## src/rtl/asteroid_controller.sv

```systemverilog
// Asteroid object engine: walks every slot once per frame to collide, move, retire and spawn,
// and reports hits, ship collision and score to the game state machine.
module asteroid_controller #(
    parameter int          obj_num      = 4,
    parameter int          SPEED        = 2,
    parameter int          SPAWN_PERIOD = 30,
    parameter int          SCREEN_H     = 480,
    parameter logic [15:0] LFSR_SEED    = 16'hACE1
) (
    input  logic                    Clk,
    input  logic                    Reset,
    input  logic                    frame_clk,
    input  logic                    game_screen,
    input  logic                    clear,
    input  logic [9:0]              ship_x,
    input  logic [9:0]              ship_y,
    input  logic [9:0]              bullet_x,
    input  logic [9:0]              bullet_y,
    input  logic [9:0]              bullet_size,
    input  logic                    bullet_activate,
    output logic [obj_num*10-1:0]   Obj_X,
    output logic [obj_num*10-1:0]   Obj_Y,
    output logic [obj_num*10-1:0]   Obj_Size,
    output logic [obj_num-1:0]      Obj_act,
    output logic                    bullet_hit,
    output logic                    ship_hit,
    output logic [15:0]             score
);
    localparam int IW = (obj_num > 1) ? $clog2(obj_num) : 1;

    typedef enum logic [1:0] {IDLE, UPDATE, SPAWN, DONE} state_t;
    state_t state_q, state_d;

    logic [9:0]    x_q [obj_num];
    logic [9:0]    y_q [obj_num];
    logic [9:0]    s_q [obj_num];
    logic [obj_num-1:0] act_q;
    logic [IW-1:0] idx_q;
    logic [15:0]   score_q, lfsr_q, timer_q;
    logic          ship_hit_q, hit_flag_q;
    logic          fc_meta_q, fc_sync_q, fc_prev_q, tick_q;

    // frame_clk is asynchronous: two-flop synchronizer, then a registered rising-edge pulse
    always_ff @(posedge Clk or posedge Reset) begin
        if (Reset) begin
            fc_meta_q <= 1'b0;
            fc_sync_q <= 1'b0;
            fc_prev_q <= 1'b0;
            tick_q    <= 1'b0;
        end else begin
            fc_meta_q <= frame_clk;
            fc_sync_q <= fc_meta_q;
            fc_prev_q <= fc_sync_q;
            tick_q    <= fc_sync_q & ~fc_prev_q;
        end
    end

    // Current-slot view; boxes compared as a1 <= b2 && b1 <= a2, rearranged to avoid negatives
    logic [11:0] ax, ay, asz, bx, by, bs, sx, sy;
    logic        bullet_ovl, ship_ovl, off_screen;
    assign ax  = {2'b00, x_q[idx_q]};
    assign ay  = {2'b00, y_q[idx_q]};
    assign asz = {2'b00, s_q[idx_q]};
    assign bx  = {2'b00, bullet_x};
    assign by  = {2'b00, bullet_y};
    assign bs  = {2'b00, bullet_size};
    assign sx  = {2'b00, ship_x};
    assign sy  = {2'b00, ship_y};

    assign bullet_ovl = bullet_activate
                      && (bx < ax + asz + bs) && (ax <= bx + bs)
                      && (by < ay + asz + bs) && (ay <= by + bs);
    assign ship_ovl   = (sx < ax + asz + 12'd17) && (ax <= sx + 12'd17)
                      && (sy < ay + asz + 12'd16) && (ay <= sy + 12'd16);
    assign off_screen = (ay + 12'(SPEED)) >= 12'(SCREEN_H);

    logic          free_found;
    logic [IW-1:0] free_idx;
    always_comb begin
        free_found = 1'b0;
        free_idx   = '0;
        for (int i = obj_num - 1; i >= 0; i--) begin
            if (!act_q[i]) begin
                free_found = 1'b1;
                free_idx   = IW'(i);
            end
        end
    end

    logic [15:0] timer_dec, lfsr_step;
    logic        spawn_now;
    assign timer_dec = timer_q - 16'd1;
    assign spawn_now = (timer_dec == 16'd0);
    assign lfsr_step = {lfsr_q[14:0], lfsr_q[15] ^ lfsr_q[13] ^ lfsr_q[12] ^ lfsr_q[10]};

    always_ff @(posedge Clk or posedge Reset) begin
        if (Reset)      state_q <= IDLE;
        else if (clear) state_q <= IDLE;
        else            state_q <= state_d;
    end

    always_comb begin
        state_d = state_q;
        case (state_q)
            IDLE:    if (tick_q && game_screen) state_d = UPDATE;
            UPDATE:  if (idx_q == IW'(obj_num - 1)) state_d = SPAWN;
            SPAWN:   state_d = DONE;
            default: state_d = IDLE;
        endcase
    end

    always_comb begin
        bullet_hit = (state_q == DONE) && hit_flag_q;
    end

    always_ff @(posedge Clk or posedge Reset) begin
        if (Reset) begin
            for (int i = 0; i < obj_num; i++) begin
                x_q[i] <= '0;
                y_q[i] <= '0;
                s_q[i] <= '0;
            end
            act_q      <= '0;
            idx_q      <= '0;
            score_q    <= '0;
            ship_hit_q <= 1'b0;
            hit_flag_q <= 1'b0;
            lfsr_q     <= LFSR_SEED;
            timer_q    <= 16'(SPAWN_PERIOD);
        end else if (clear) begin
            act_q      <= '0;
            score_q    <= '0;
            ship_hit_q <= 1'b0;
            hit_flag_q <= 1'b0;
            lfsr_q     <= LFSR_SEED;
            timer_q    <= 16'(SPAWN_PERIOD);
        end else begin
            case (state_q)
                IDLE: idx_q <= '0;
                UPDATE: begin
                    if (act_q[idx_q]) begin
                        if (bullet_ovl) begin
                            act_q[idx_q] <= 1'b0;
                            hit_flag_q   <= 1'b1;
                            if (score_q != 16'hFFFF) score_q <= score_q + 16'd1;
                        end else begin
                            if (ship_ovl) ship_hit_q <= 1'b1;
                            if (off_screen) act_q[idx_q] <= 1'b0;
                            else            y_q[idx_q]   <= y_q[idx_q] + 10'(SPEED);
                        end
                    end
                    idx_q <= idx_q + 1'b1;
                end
                SPAWN: begin
                    timer_q <= spawn_now ? 16'(SPAWN_PERIOD) : timer_dec;
                    if (spawn_now && free_found) begin
                        act_q[free_idx] <= 1'b1;
                        y_q[free_idx]   <= '0;
                        x_q[free_idx]   <= {1'b0, lfsr_q[8:0]} + 10'd64;
                        s_q[free_idx]   <= 10'd16 + {5'b0, lfsr_q[10:9], 3'b000};
                    end
                    lfsr_q <= lfsr_step;
                end
                default: hit_flag_q <= 1'b0;
            endcase
        end
    end

    genvar gi;
    generate
        for (gi = 0; gi < obj_num; gi++) begin : g_pack
            assign Obj_X[gi*10 +: 10]    = x_q[gi];
            assign Obj_Y[gi*10 +: 10]    = y_q[gi];
            assign Obj_Size[gi*10 +: 10] = s_q[gi];
        end
    endgenerate

    assign Obj_act  = act_q;
    assign ship_hit = ship_hit_q;
    assign score    = score_q;
endmodule

```

## config.mk

```make
export PLATFORM = sky130hd
export DESIGN_NAME = asteroid_controller
export DESIGN_NICKNAME = d
export VERILOG_FILES = /design/src/rtl/asteroid_controller.sv
export SDC_FILE = /design/constraint.sdc
export NUM_CORES = 1
export LEC_CHECK = 0
export CORE_UTILIZATION = 49
export CTS_CLUSTER_SIZE = 25
export DETAILED_ROUTE_END_ITERATION = 10
export GPL_TIMING_DRIVEN = 0
export PLACE_DENSITY = 0.84
export REMOVE_ABC_BUFFERS = 1
export SYNTH_ARGS = -nofsm -noshare
export SYNTH_HDL_FRONTEND = slang
export SYNTH_SLANG_ARGS = --single-unit
```

## constraint.sdc

```tcl
create_clock -name Clk -period 5.99 [get_ports Clk]
set_clock_uncertainty 0.15 [all_clocks]
set_input_delay 1.198 -clock Clk [delete_from_list [all_inputs] [get_ports Clk]]
set_output_delay 1.198 -clock Clk [all_outputs]
set_load 0.02 [all_outputs]
```

==> impl_metrics.tcl, run 1 <==
set metrics [dict create \
    synth_cell_types 74 \
    final-setup-viol-count 0 \
    routed_via_density 5.83 \
    async_flop_share 1.00 \
    syn_inst 1179 \
    vias 9960 \
    slew_headroom 0.356 \
    status "completed" \
    period_share 0.983 \
    cp_max_fo 9 \
    hpwl_mm 22.7 \
    fmax_ghz 0.170 \
    die_h_um 156 \
    p_leak_uw 0.00673 \
    n_antenna_cell 0 \
    insertion_delay_ps 430 \
    ctsHtreeMaxLevel 4 \
    layout_common_cells "166 x clkdlybuf4s50_1, 140 x dfrtp_1, 137 x ha_1" \
    grt_antenna_before_repair 0 \
    finalCriticalPeriod_ps 5890 \
    pin_count 198 \
    grt_pass1_vias 9771 \
    ys.flop_type "dfrtp_1" \
    num_rows 56 \
    cts_tree "done" \
    seq_area_frac_synth 0.331 \
    port-buffer-count 169 \
    drv_cap 0 \
    worstPathArrival_ps 6020 \
    worst_slack_ps 100 \
    fp.dieW_um 156 \
    end_kind "flip-flop" \
    grt_max_degree 104 \
    finalWirelength_mm 33.1 \
    criticalPathCategory "reg -> reg" \
    ys_ff_latch 154 \
    yosysTopAreaCellShare 0.304 \
    final_core_util 0.638 \
    power_uw 3450 \
    place_ws_ps -1370 \
    syn_area_sq_um 11700 \
    avgRoutedWirePerCell_um 19.4 \
    hp-class "reg -> reg" \
    clock_sinks 154 \
    ir_worst_vdd_v 0.000156 \
    drtPass1Iterations 5 \
    fin_nets 1579 \
    layout_commonest_cell "clkdlybuf4s50_1" \
    slew_violations 0 \
    start_util 0.499 \
    layout-area-overhead-vs-synth_pct 27.7 \
    gp_congestion 0.904 \
    synth_area_per_cell_sq_um 9.91 \
    hold_violations 0 \
    synth_edf_count 0 \
    ant_nets 0 \
    cts_root_buf "clkbuf_16" \
    drt_iter0_drc 704 \
    yosys_warnings 0 \
    path_clk_slew_ps 60 \
    final_layout_size_suffix_gt1_frac 0.158 \
    synth_top_area_cell "dfrtp_1" \
    core_area_sq_um 23400 \
    numCtsBuffers 17 \
    gr-total-overflow 0 \
    die-area_sq_um 24500 \
    cts_max_path_buffers 2 \
    grt_first_pass_wirelength_mm 50.4 \
    worstPathRequired_ps 6120 \
    tightest_slew_ps 965 \
    powerDensity_nw_per_um2 231 \
    synthTopCellsByArea "dfrtp_1 30%, ha_1 15%, xnor2_1 4.2%" \
    startpoint_type "flip-flop" \
    grt_util_all_layers 0.265 \
    drc_errors 0 \
]
==> area by class of cell <==
type / count / area (sq um)
clock buffer: 17 / 425
clock inverter: 15 / 198
fill: 1811 / 8480
inverter: 60 / 230
multi-input combinational: 936 / 7710
sequential: 154 / 3870
tap: 319 / 399
timing repair buffer: 206 / 2080
==> layer usage <==
metal	track usage	wire length, um	vias up
li1	-	-	4583
met1	0.334	13700	4911
met2	0.458	16300	382
met3	0.0474	2000	84
met4	0.0920	1030	0
met5	0	0	-
==> sequential cells by signal, indices dropped and copies added, names as in the netlist <==
signal and count:
fc_meta_q 1, tick_q 1, lfsr_q 16, Obj_Size 12
state_q 2, Obj_X 40, ship_hit 1, hit_flag_q 1
timer_q 16, Obj_act 4, fc_sync_q 1, fc_prev_q 1
Obj_Y 40, score 16, idx_q 2
==> worst max-delay path: stages (launching register included) <==
cell	delay [ps]
dfrtp_2	410
buf_12	170
buf_12	120
mux2_2	350
o21ai_4	230
inv_1	130
ha_1	230
fa_1	440
a2111oi_2	420
nor3_2	100
nor2_2	200
o21ai_0	120
a21oi_1	200
xor2_1	160
ha_1	240
o21ai_1	190
a2111oi_2	70
nor3_2	300
o41ai_2	140
a311oi_4	260
buf_12	170
nand3_4	130
buf_6	180
nor4_2	360
xnor2_1	180
nor2_1	60
==> Yosys cell counts, drive strengths merged, types with 11 or more instances <==
master / count
dfrtp: 142
ha: 142
nand2: 109
o21ai: 97
nor2: 60
inv: 59
a21oi: 57
xnor2: 56
xor2: 43
buf: 40
mux2: 40
nand3: 36
a21o: 25
mux4: 23
mux2i: 22
nor2b: 19
nor3: 19
nor4: 18
clkbuf: 16
nand2b: 15
nand4: 14
o21a: 13
and3: 12
dfstp: 12
and2: 11
==> worst paths after layout <==
kind / startpoint / to / slack [ps] / cells after the start
hold / removal: fc_meta_q / fc_sync_q / 210 / 0
setup reg to reg: idx_q[0] / score[12] / 100 / 25
min in group asynchronous: Reset / fc_sync_q / 1030 / 2
hold reg to reg: fc_meta_q / fc_sync_q / 210 / 0
max in group asynchronous: Reset / idx_q[1] / 3750 / 3
setup / recovery: idx_q[0] / score[12] / 100 / 25
==> cell families (layout without fill, tap and decap cells) <==
family,after synthesis,after routing,synth area share
DFF,154,154,0.331
AOI/OAI and AO/OA,251,251,0.135
muxes,85,85,0.104
other,1,28,0.000321
buffers and inverters,116,298,0.0503
adders and majority gates,148,148,0.162
xor gates and xnor gates,99,99,0.0749
and+or+nand+nor,325,325,0.142
==> power by group <==
group / internal (uW) / switching (uW)
clock network: 698 / 445
registers: 1090 / 69.2
logic: 497 / 646
==> per-stage QoR <==
stage                     hold WS, ps  TNS [ps]  area, sq um  cells
after global routing              225     -7590        14900   1707
after floorplan                   181    -21380        11400   1150
after global placement            184   -306510        13500   1638
after CTS                         223     -14.8        14500   1694
final                             213         0        14900   1707
after detailed placement          197    -73960        13600   1642
==> repair_timing <==
action	in CTS	in global routing
gates cloned	1	0
hold buffers	0	0
resized for setup	32	77
hold endpoints to repair	0	0
setup buffers	19	13
pin swaps	8	11
endpoints found under the setup margin	62	62
Power figures use the tool's default switching activity.
==> run 2, diff against run 1 <==
--- a/config.mk
+++ b/config.mk
@@ -5,6 +5,7 @@
 export SDC_FILE = /design/constraint.sdc
 export NUM_CORES = 1
 export LEC_CHECK = 0
+export CAP_MARGIN = 20
 export CORE_UTILIZATION = 49
 export CTS_CLUSTER_SIZE = 25
 export DETAILED_ROUTE_END_ITERATION = 10
==> run 2 against run 1 <==
Compared with the run above:
- critical path depth decreased by 2
- worst setup slack got worse by 48 ps
- design area increased by 2.2%
- via count increased by 1.2%
- combinational power increased by 8%
- final cell count increased by 0.94%
==> impl_metrics.tcl, run 2 (same netlist as run 1, synthesis figures left out) <==
set metrics [dict create \
    drt_iter0_drc 767 \
    fin_nets 1595 \
    period_share 0.991 \
    ctsHtreeMaxLevel 4 \
    place_ws_ps -1030 \
    fmax_ghz 0.168 \
    layout_common_cells "166 x clkdlybuf4s50_1, 140 x dfrtp_1, 130 x ha_1" \
    layout_commonest_cell "clkdlybuf4s50_1" \
    ant_nets 0 \
    fillers 1784 \
    gp_congestion 0.904 \
    vias 10100 \
    critPathMaxStageDelay_ps 590 \
    num_rows 56 \
    worst_path_max_delay_cell "mux4_2" \
    path_cells "clkbuf_16 -> buf_12 -> mux4_2 -> buf_6 -> fa_2 -> ha_1 -> and2_1 -> o21ai_0 -> nand2b_1 -> a21oi_1 -> xor2_1 -> ha_1 -> a21o_1 -> a21o_1 -> a221oi_2 -> o21ai_2 -> a311oi_4 -> buf_4 -> nand3_4 -> clkbuf_16 -> nor3_2 -> a31o_2 -> a21oi_1" \
    numCtsBuffers 17 \
    dpl_cell_area_sq_um 13600 \
    core_area_sq_um 23400 \
    seqCellArea_sq_um 3870 \
    hpwl_mm 22.8 \
    grt_max_degree 104 \
    cts_max_path_buffers 2 \
    path_clk_slew_ps 60 \
    final-setup-viol-count 0 \
    busiest_layer "met2" \
    die-area_sq_um 24500 \
    avgRoutedWirePerCell_um 19.6 \
    fp.dieW_um 156 \
    hold_depth 0 \
    p_leak_uw 0.00683 \
    criticalPathCategory "reg -> reg" \
    rsz0062_at_grt "yes" \
    insertion_delay_ps 430 \
    n_antenna_cell 0 \
    multi_input_area_sq_um 7880 \
    use_met2 0.451 \
    finalWirelength_mm 33.7 \
    end_kind "flip-flop" \
    worstPathArrival_ps 6050 \
    drc_errors 0 \
    layout-area-overhead-vs-synth_pct 30.5 \
    holdWs_ps 207 \
    finalCriticalPeriod_ps 5940 \
    drtPass1Iterations 6 \
    startpoint_type "flip-flop" \
    gr-total-overflow 0 \
    pin_count 198 \
    tns_ps 0 \
    grt_antenna_before_repair 0 \
    cts_tree "done" \
    die_h_um 156 \
    clock_sinks 154 \
    ctsHoldBuffers 0 \
    grt_first_pass_wirelength_mm 50.2 \
    drv_cap 0 \
    port-buffer-count 169 \
    slew_headroom 0.254 \
    final_core_util 0.652 \
    cp_max_fo 7 \
    tightest_slew_ps 1110 \
    grtUsageMet3 0.0462 \
    grt_pass1_vias 9651 \
    ir_worst_vdd_v 0.000208 \
    status "completed" \
    grt.met1_usage 0.334 \
    cts_root_buf "clkbuf_16" \
    r2r_cells 23 \
    stdcell_area_sq_um 15200 \
    worst_slack_ps 52.4 \
    worstPathRequired_ps 6110 \
    powerDensity_nw_per_um2 230 \
    hold_violations 0 \
    routed_via_density 5.85 \
    hp-class "reg -> reg" \
    start_util 0.499 \
    grt_util_all_layers 0.264 \
    slew_violations 0 \
    final_layout_size_suffix_gt1_frac 0.178 \
]
[run 2: changes by cell type in the layout (fill, tap and decap cells not counted), moves of 5 or more]
cell,previous run,this run
buf_4,27,39
ha_4,2,7
o21ai_0,64,84
ha_1,137,130
o21ai_1,25,8
[run 2: layer usage]
metal / share of wire / vias to the layer above
met3: 0.071 / 71
met4: 0.030 / 0
met2: 0.50 / 424
met1: 0.40 / 4967
li1: - / 4616
met5: 0 / -
[run 2: where the power goes]
| part | leakage (uW) | switching [uW] | internal, uW |
|---|---|---|---|
| Clock | 0.000303 | 427 | 687 |
| Combinational | 0.00446 | 682 | 551 |
| Sequential | 0.00206 | 61.2 | 1090 |
| Total | 0.00683 | 1170 | 2330 |
[run 2: timing repair]
item                                    CTS  global route
endpoints found under the setup margin   62            62
resized for setup                        38            74
endpoints found under the hold margin     0             0
buffers inserted                         14            31
pin swaps                                10            48
cloned                                    1             2
[run 2: cell type report]
type                    instances  share of cell area
multi-input cells             936               0.517
flip-flops and latches        154               0.254
repair buffers                222               0.148
clock buffers                  21              0.0309
well taps                     319              0.0262
inverters                      60              0.0151
clock inverters                11             0.00944
[run 2: path summary, 6_finish.rpt]
path | from | end | slack, ps
setup / recovery | idx_q[0] | score[8] | 50
hold / removal | fc_meta_q | fc_sync_q | 210
setup reg to reg | idx_q[0] | score[8] | 50
hold reg to reg | fc_meta_q | fc_sync_q | 210
max in group asynchronous | Reset | lfsr_q[5] | 3780
min in group asynchronous | Reset | fc_meta_q | 1040
[run 2: worst max-delay path: cells and delay by family, from the launching register on]
kind	cells	cell delay [ps]
xor gates and xnor gates	1	230
muxes	1	590
adders and majority gates	3	1160
AOI/OAI and AO/OA	9	1720
DFF	1	460
and+or+nand+nor	4	610
buffers and inverters	5	850
[run 2: through the flow]
stage,power [uW],instances
after CTS,3310,1690
after detailed placement,2130,1643
after floorplan,1830,1150
after global placement,2070,1638
final,3500,1723
after global routing,3660,1723
==> run 3, diff against run 2 <==
--- a/config.mk
+++ b/config.mk
@@ -5,12 +5,13 @@
 export SDC_FILE = /design/constraint.sdc
 export NUM_CORES = 1
 export LEC_CHECK = 0
+export ABC_AREA = 1
 export CAP_MARGIN = 20
-export CORE_UTILIZATION = 49
+export CORE_UTILIZATION = 51
 export CTS_CLUSTER_SIZE = 25
 export DETAILED_ROUTE_END_ITERATION = 10
 export GPL_TIMING_DRIVEN = 0
-export PLACE_DENSITY = 0.84
+export PLACE_DENSITY = 0.85
 export REMOVE_ABC_BUFFERS = 1
 export SYNTH_ARGS = -nofsm -noshare
 export SYNTH_HDL_FRONTEND = slang
==> run 3 against run 2 <==
Compared with the run above:
- design area increased by 4.2%
- power increased by 97%
- wire length increased by 17%
- register-to-register slack improved by 330 ps
- first-iteration DRC count increased by 54%
- sequential power increased by 17%
- non-clock buffer count decreased by 42
- combinational power increased to 3.7 times the previous value
- sequential cell count unchanged
- worst hold slack improved by 6.9 ps
- utilization decreased by 4.0 points
==> impl_metrics.tcl, run 3 <==
set metrics [dict create \
    status "completed" \
    stdcell_area_sq_um 15900 \
    finalWirelength_mm 39.5 \
    grt_first_pass_wirelength_mm 61.5 \
    power_uw 6910 \
    ant_nets 0 \
    die_h_um 165 \
    final_core_util 0.611 \
    syn_area_sq_um 13500 \
    core_area_sq_um 26000 \
    met1_length_mm 16.0 \
    powerDensity_nw_per_um2 435 \
    period_share 0.942 \
    slew_headroom 0.305 \
    wl_met2_mm 18.8 \
    async_flop_share 1.00 \
    ir_worst_vdd_v 0.000238 \
    cts_root_buf "clkbuf_16" \
    fin_nets 2149 \
    finalNonFillerCells 2293 \
    pin_count 198 \
    avgRoutedWirePerCell_um 17.2 \
    hpwl_mm 28.6 \
    hold_violations 0 \
    highest_layer "met4" \
    synth_area_per_cell_sq_um 7.49 \
    fillers 2243 \
    cts_tree "done" \
    worstPathArrival_ps 5860 \
    layout_commonest_cell "nand2_1" \
    grt_pass1_vias 12700 \
    yosysMostFrequentCell "nand2_1" \
    path_clk_slew_ps 70 \
    criticalPathCategory "in -> reg" \
    fmax_ghz 0.177 \
    worstPathRequired_ps 6210 \
    drc_errors 0 \
    insertion_delay_ps 440 \
    syn_inst 1802 \
    slew_violations 0 \
    synth_cell_types 59 \
    drv_cap 0 \
    numCtsBuffers 17 \
    tightest_slew_ps 1040 \
    final_layout_size_suffix_gt1_frac 0.0853 \
    yosys_warnings 0 \
    fp.dieW_um 165 \
    synth_top_area_cell "dfrtp_1" \
    rsz0062_at_grt "no" \
    start_util 0.519 \
    dpl_cell_area_sq_um 15200 \
    routed_via_density 5.82 \
    startpoint_type "primary input" \
    ys_ff_latch 154 \
    cp_max_fo 44 \
    dpl.cell_count 2253 \
    grt_util_all_layers 0.288 \
    vias 13300 \
    gp_congestion 0.884 \
    num_rows 59 \
    gr-total-overflow 0 \
    yosysTopAreaCellShare 0.263 \
    p_leak_uw 0.00751 \
    grt_max_degree 94 \
    finalCriticalPeriod_ps 5640 \
    layout-area-overhead-vs-synth_pct 17.8 \
    ctsHtreeMaxLevel 4 \
    tns_ps 0 \
    n_antenna_cell 0 \
    drtPass1Iterations 6 \
    grt_antenna_before_repair 0 \
    met3_length_mm 3.31 \
    port-buffer-count 169 \
    end_kind "flip-flop" \
    synth_edf_count 0 \
    final-setup-viol-count 0 \
    cts_max_path_buffers 2 \
    die-area_sq_um 27100 \
    ys.flop_type "dfrtp_1" \
    synthTopCellsByArea "dfrtp_1 26%, ha_1 13%, nand2_1 13%" \
    drt_iter0_drc 1181 \
    synth_commonest_cells "470 x nand2_1, 170 x inv_1, 142 x dfrtp_1, 142 x ha_1, 126 x nand3_1" \
    seq_area_frac_synth 0.287 \
    layout_common_cells "470 x nand2_1, 169 x clkdlybuf4s50_1, 168 x inv_1" \
    hp-class "reg -> reg" \
    clock_sinks 154 \
]
-- run 3: logic make-up (layout without fill, tap and decap cells) --
group,Yosys count,after routing,synth area share
AOI/OAI and AO/OA,299,299,0.131
buffers and inverters,268,396,0.0996
other,1,28,0.000278
xor gates and xnor gates,82,82,0.0538
and+or+nand+nor,850,851,0.288
adders and majority gates,148,148,0.141
DFF,154,154,0.287
-- run 3: area by class of cell --
type | count | area, sq um | share of cell area
Inverter | 184 | 719 | 0.0453
Multi-Input combinational cell | 1408 | 8450 | 0.532
Clock inverter | 15 | 129 | 0.00811
Timing Repair Buffer | 180 | 1860 | 0.117
Sequential cell | 154 | 3880 | 0.244
Tap cell | 335 | 419 | 0.0264
Clock buffer | 17 | 425 | 0.0268
-- run 3: path summary, 6_finish.rpt --
| check | start | endpoint | slack, ps | depth (start not counted) |
|---|---|---|---|---|
| max reg2reg | idx_q[0] | Obj_Y[30] | 380 | 26 |
| min | fc_meta_q | fc_sync_q | 210 | 0 |
| max | bullet_size[1] | Obj_Y[30] | 350 | 27 |
| min in group asynchronous | Reset | Obj_X[32] | 1070 | 2 |
| min reg2reg | fc_meta_q | fc_sync_q | 210 | 0 |
| max in group asynchronous | Reset | idx_q[1] | 3740 | 3 |
-- run 3: through the flow --
step	hold WS (ps)	setup WS (ps)
finish	214	350
floorplan	181	512
global placement	186	-1550
global route	224	25.7
detailed placement	193	-562
CTS	217	86.4
-- run 3: repair_timing --
item	4_1_cts	5_1_grt
pin swaps	0	0
hold buffers	0	0
gates cloned	0	1
buffers inserted	2	4
endpoints found under the setup margin	62	61
gates resized for setup	3	11
-- run 3: worst max-delay path, stage by stage --
cell and delay [ps]:
clkdlybuf4s50_1 750, ha_1 460, nand2_1 50, nand2_1 50
a21oi_1 80, o21ai_0 300, a21oi_1 130, o21bai_1 230
a21oi_1 110, nor2_1 130, nor2_1 70, xor2_1 140
ha_1 310, nand2_1 50, nor2_1 90, nand4_1 140
nand2_1 90, a21oi_1 40, nand3_1 90, nand2_1 60
nor2_1 210, nand3_2 220, nand2_4 190, nand2_8 230
nand3_4 240, nand2_1 90, nand2_1 70
-- run 3: layer usage --
layer | global-route usage | vias up
met5 | 0 | -
met3 | 0.0635 | 116
met4 | 0.123 | 0
li1 | - | 6296
met1 | 0.356 | 6297
met2 | 0.482 | 632
-- run 3: power by group --
| part | internal, uW | switching (uW) |
|---|---|---|
| logic | 1570 | 2970 |
| registers | 1190 | 156 |
| clock network | 546 | 485 |
| total | 3300 | 3610 |
==> RTL edit (settings of run 2) <==
Add an input register stage for `bullet_x`, without a reset; this delays it by one clock. The other inputs are not delayed to match.
--- a/src/rtl/asteroid_controller.sv
+++ b/src/rtl/asteroid_controller.sv
@@ -29,6 +29,13 @@
     localparam int IW = (obj_num > 1) ? $clog2(obj_num) : 1;
 
     typedef enum logic [1:0] {IDLE, UPDATE, SPAWN, DONE} state_t;
+
+    logic [9:0] bullet_x_q;
+
+    always_ff @(posedge Clk) begin
+        bullet_x_q <= bullet_x;
+    end
+
     state_t state_q, state_d;
 
     logic [9:0]    x_q [obj_num];
@@ -61,7 +68,7 @@
     assign ax  = {2'b00, x_q[idx_q]};
     assign ay  = {2'b00, y_q[idx_q]};
     assign asz = {2'b00, s_q[idx_q]};
-    assign bx  = {2'b00, bullet_x};
+    assign bx  = {2'b00, bullet_x_q};
     assign by  = {2'b00, bullet_y};
     assign bs  = {2'b00, bullet_size};
     assign sx  = {2'b00, ship_x};
Check against the original RTL: no difference found for any inputs over 4 cycles, from zero or initial values and one cycle with Reset high; that may be too few to reach the edited logic, so the function may still have changed.
==> RTL edit against run 2 <==
Via count increased by 0.38%. Setup slack got worse by 17 ps. Die area rose by 1.9%. Hold slack better by 3.3 ps. Count of clock-buffer cells in the layout decreased by 4. Sequential cell count rose by 10. Routed wire length down 1.2%. Power shrank 9.3%. Fmax is 0.28% lower. Synthesized cell count increased by 0.17%. Final area fell by 2.5%. Synthesized area up 1.9%.
==> RTL edit: results (changes against run 2) <==
stage,metric,value,unit,change
setup_path,Crit Reg-Reg Endpoint,score[15],,was score[8]
grt,wire length of the first global-routing pass,51700,µm,"was 50,200 µm"
route,routed wire length per instance,19.6,µm,about the same
clocking,maximum clock path buffer count,2,,unchanged
route,number of search-and-repair iterations in the first detailed-routing pass,5,,was 6
placement,half-perimeter wire length after detailed placement,24000,µm,"was 22,800 µm"
clocking,"Reg clk slew, reported paths",80,ps,was 60 ps
route,iteration-0 DRC count of the detailed router,847,,was 767
setup_path,maximum fanout along the worst path,13,,was 7
placement,routability-driven placement congestion ratio,0.909,,was 0.904
grt,initial antenna violation count,0,,unchanged
grt,overall track demand over capacity in global routing,27.0,%,was 26.4%
yosys,sequential share of the synthesized area,34.2,%,was 33.1%
yosys,top post-synthesis cells by area,"sky130_fd_sc_hd__dfrtp_1 30%, sky130_fd_sc_hd__ha_1 15%, sky130_fd_sc_hd__mux4_2 4.5%, sky130_fd_sc_hd__xnor2_1 3.8%, sky130_fd_sc_hd__mux2_2 3.8%",,"was sky130_fd_sc_hd__dfrtp_1 30%, sky130_fd_sc_hd__ha_1 15%, sky130_fd_sc_hd__xnor2_1 4.2%, sky130_fd_sc_hd__o21ai_0 4.0%, sky130_fd_sc_hd__mux2_2 3.9%"
route,total via count after detailed routing,10100,,about the same
route,WL met2,16200,µm,"was 16,800 µm"
status,outcome,"finished, final reports clean",,unchanged
setup_path,setup slack on the worst flop-to-flop path,40,ps,was 50 ps
route,met3 wire len,2340,µm,was 2390 µm
yosys,cell types with the highest counts after synthesis,"143 x sky130_fd_sc_hd__ha_1, 142 x sky130_fd_sc_hd__dfrtp_1, 84 x sky130_fd_sc_hd__nand2_1",,"was 142 x sky130_fd_sc_hd__dfrtp_1, 142 x sky130_fd_sc_hd__ha_1, 108 x sky130_fd_sc_hd__nand2_1"
final_layout,Post-layout nets,1573,,"was 1,595"
setup_path,worst endpoint data arrival time,6170,ps,was 6050 ps
setup_path,FF-to-FF path depth,24,,was 23
placement,total cell area at the placement stage,13800,µm²,"was 13,600 µm²"
grt,largest net degree at the start of global routing,86,,was 104
yosys,fraction of synthesized cell area taken by the top area cell type,29.8,%,was 30.4%
route,Metal-1 WL,13800,µm,"was 13,500 µm"
yosys,share of synthesized registers carrying an async set or reset,93.9,%,was 100%
power,worst IR drop on VDD,0.181,mV,was 0.208 mV
power,Leakage Power,0.00654,µW,was 0.00683 µW
sta,relative slew slack,30.6,%,was 25.4%
placement,Setup Slack @ Placement,-1350,ps,was -1030 ps
sta,worst-case hold slack,210,ps,was 207 ps
yosys,Yosys cell types,75,,was 74
final_layout,proportion of layout cells with a drive suffix above 1,14.3,%,was 17.8%
RTL edit: cell count changes in the layout (fill, tap and decap cells not counted), moves of 8 or more:
cell                               run 2  this run
sky130_fd_sc_hd__o21ai_0              84        60
sky130_fd_sc_hd__buf_4                39        26
sky130_fd_sc_hd__or3_1                 1        14
sky130_fd_sc_hd__inv_1                57        48
sky130_fd_sc_hd__a21oi_1              48        65
sky130_fd_sc_hd__o2bb2ai_1             0        32
sky130_fd_sc_hd__nor4_4               10         1
sky130_fd_sc_hd__dfxtp_1               0        10
sky130_fd_sc_hd__nand2_1             103        79
sky130_fd_sc_hd__ha_1                130       138
RTL edit: per-layer routing:
layer | vias to the layer above | GRT usage, %
li1 | 4665 | -
met3 | 66 | 5.50
met2 | 407 | 46.3
met5 | - | 0
met4 | 0 | 9.94
met1 | 4978 | 33.4
RTL edit: cell families (layout without fill, tap and decap cells):
logic type	after synthesis	in the layout	synth area share, %
AND/OR/NAND/NOR	314	314	13.5
AO/OA/AOI/OAI	276	276	15.3
flip-flops	164	164	34.2
adder cells (fa/ha/maj)	149	149	16.0
buffers and inverters	110	283	4.81
XOR/XNOR	86	86	6.33
multiplexers	81	81	9.75
other	1	28	0.0315
RTL edit: worst max-delay path by stage:
stage,from,endpoint,slack (ps),depth (start not counted)
final,idx_q[0],score[15],40,24
after global routing,idx_q[0],score[15],-120,24
after CTS,idx_q[1],score[15],30,24
after detailed placement,bullet_size[1],score[15],-1350,20
after global placement,idx_q[0],score[15],-1900,21
after floorplan,idx_q[0],score[15],-350,21
RTL edit: final cells by class:
cell class,instances,area [µm²]
clock buffer,17,425
clock inverter,15,189
fill,1848,8820
inverter,51,196
multi-input combinational,934,7590
sequential,164,4080
tap,319,399
timing repair buffer,200,1990
RTL edit: through the flow:
| step | TNS (ps) | std cells | util (%) |
|---|---|---|---|
| after floorplan | -2730 | 1149 | - |
| after global placement | -301630 | 1637 | 57.9 |
| after detailed placement | -52470 | 1640 | 58.3 |
| after CTS | 0 | 1683 | 61.5 |
| after global routing | -1040 | 1700 | 62.7 |
| final | 0 | 1700 | 62.7 |
RTL edit: repair_timing:
action,in CTS,in global routing
pin swaps,7,16
setup endpoints to repair,62,57
buffers inserted,11,17
gates resized for setup,22,36
RTL edit: where the power goes:
group | internal [µW] | switching [µW] | total, µW
sequential | 1160 | 75.1 | 1240
combinational | 363 | 452 | 815
clock | 566 | 558 | 1120
total | 2090 | 1080 | 3180
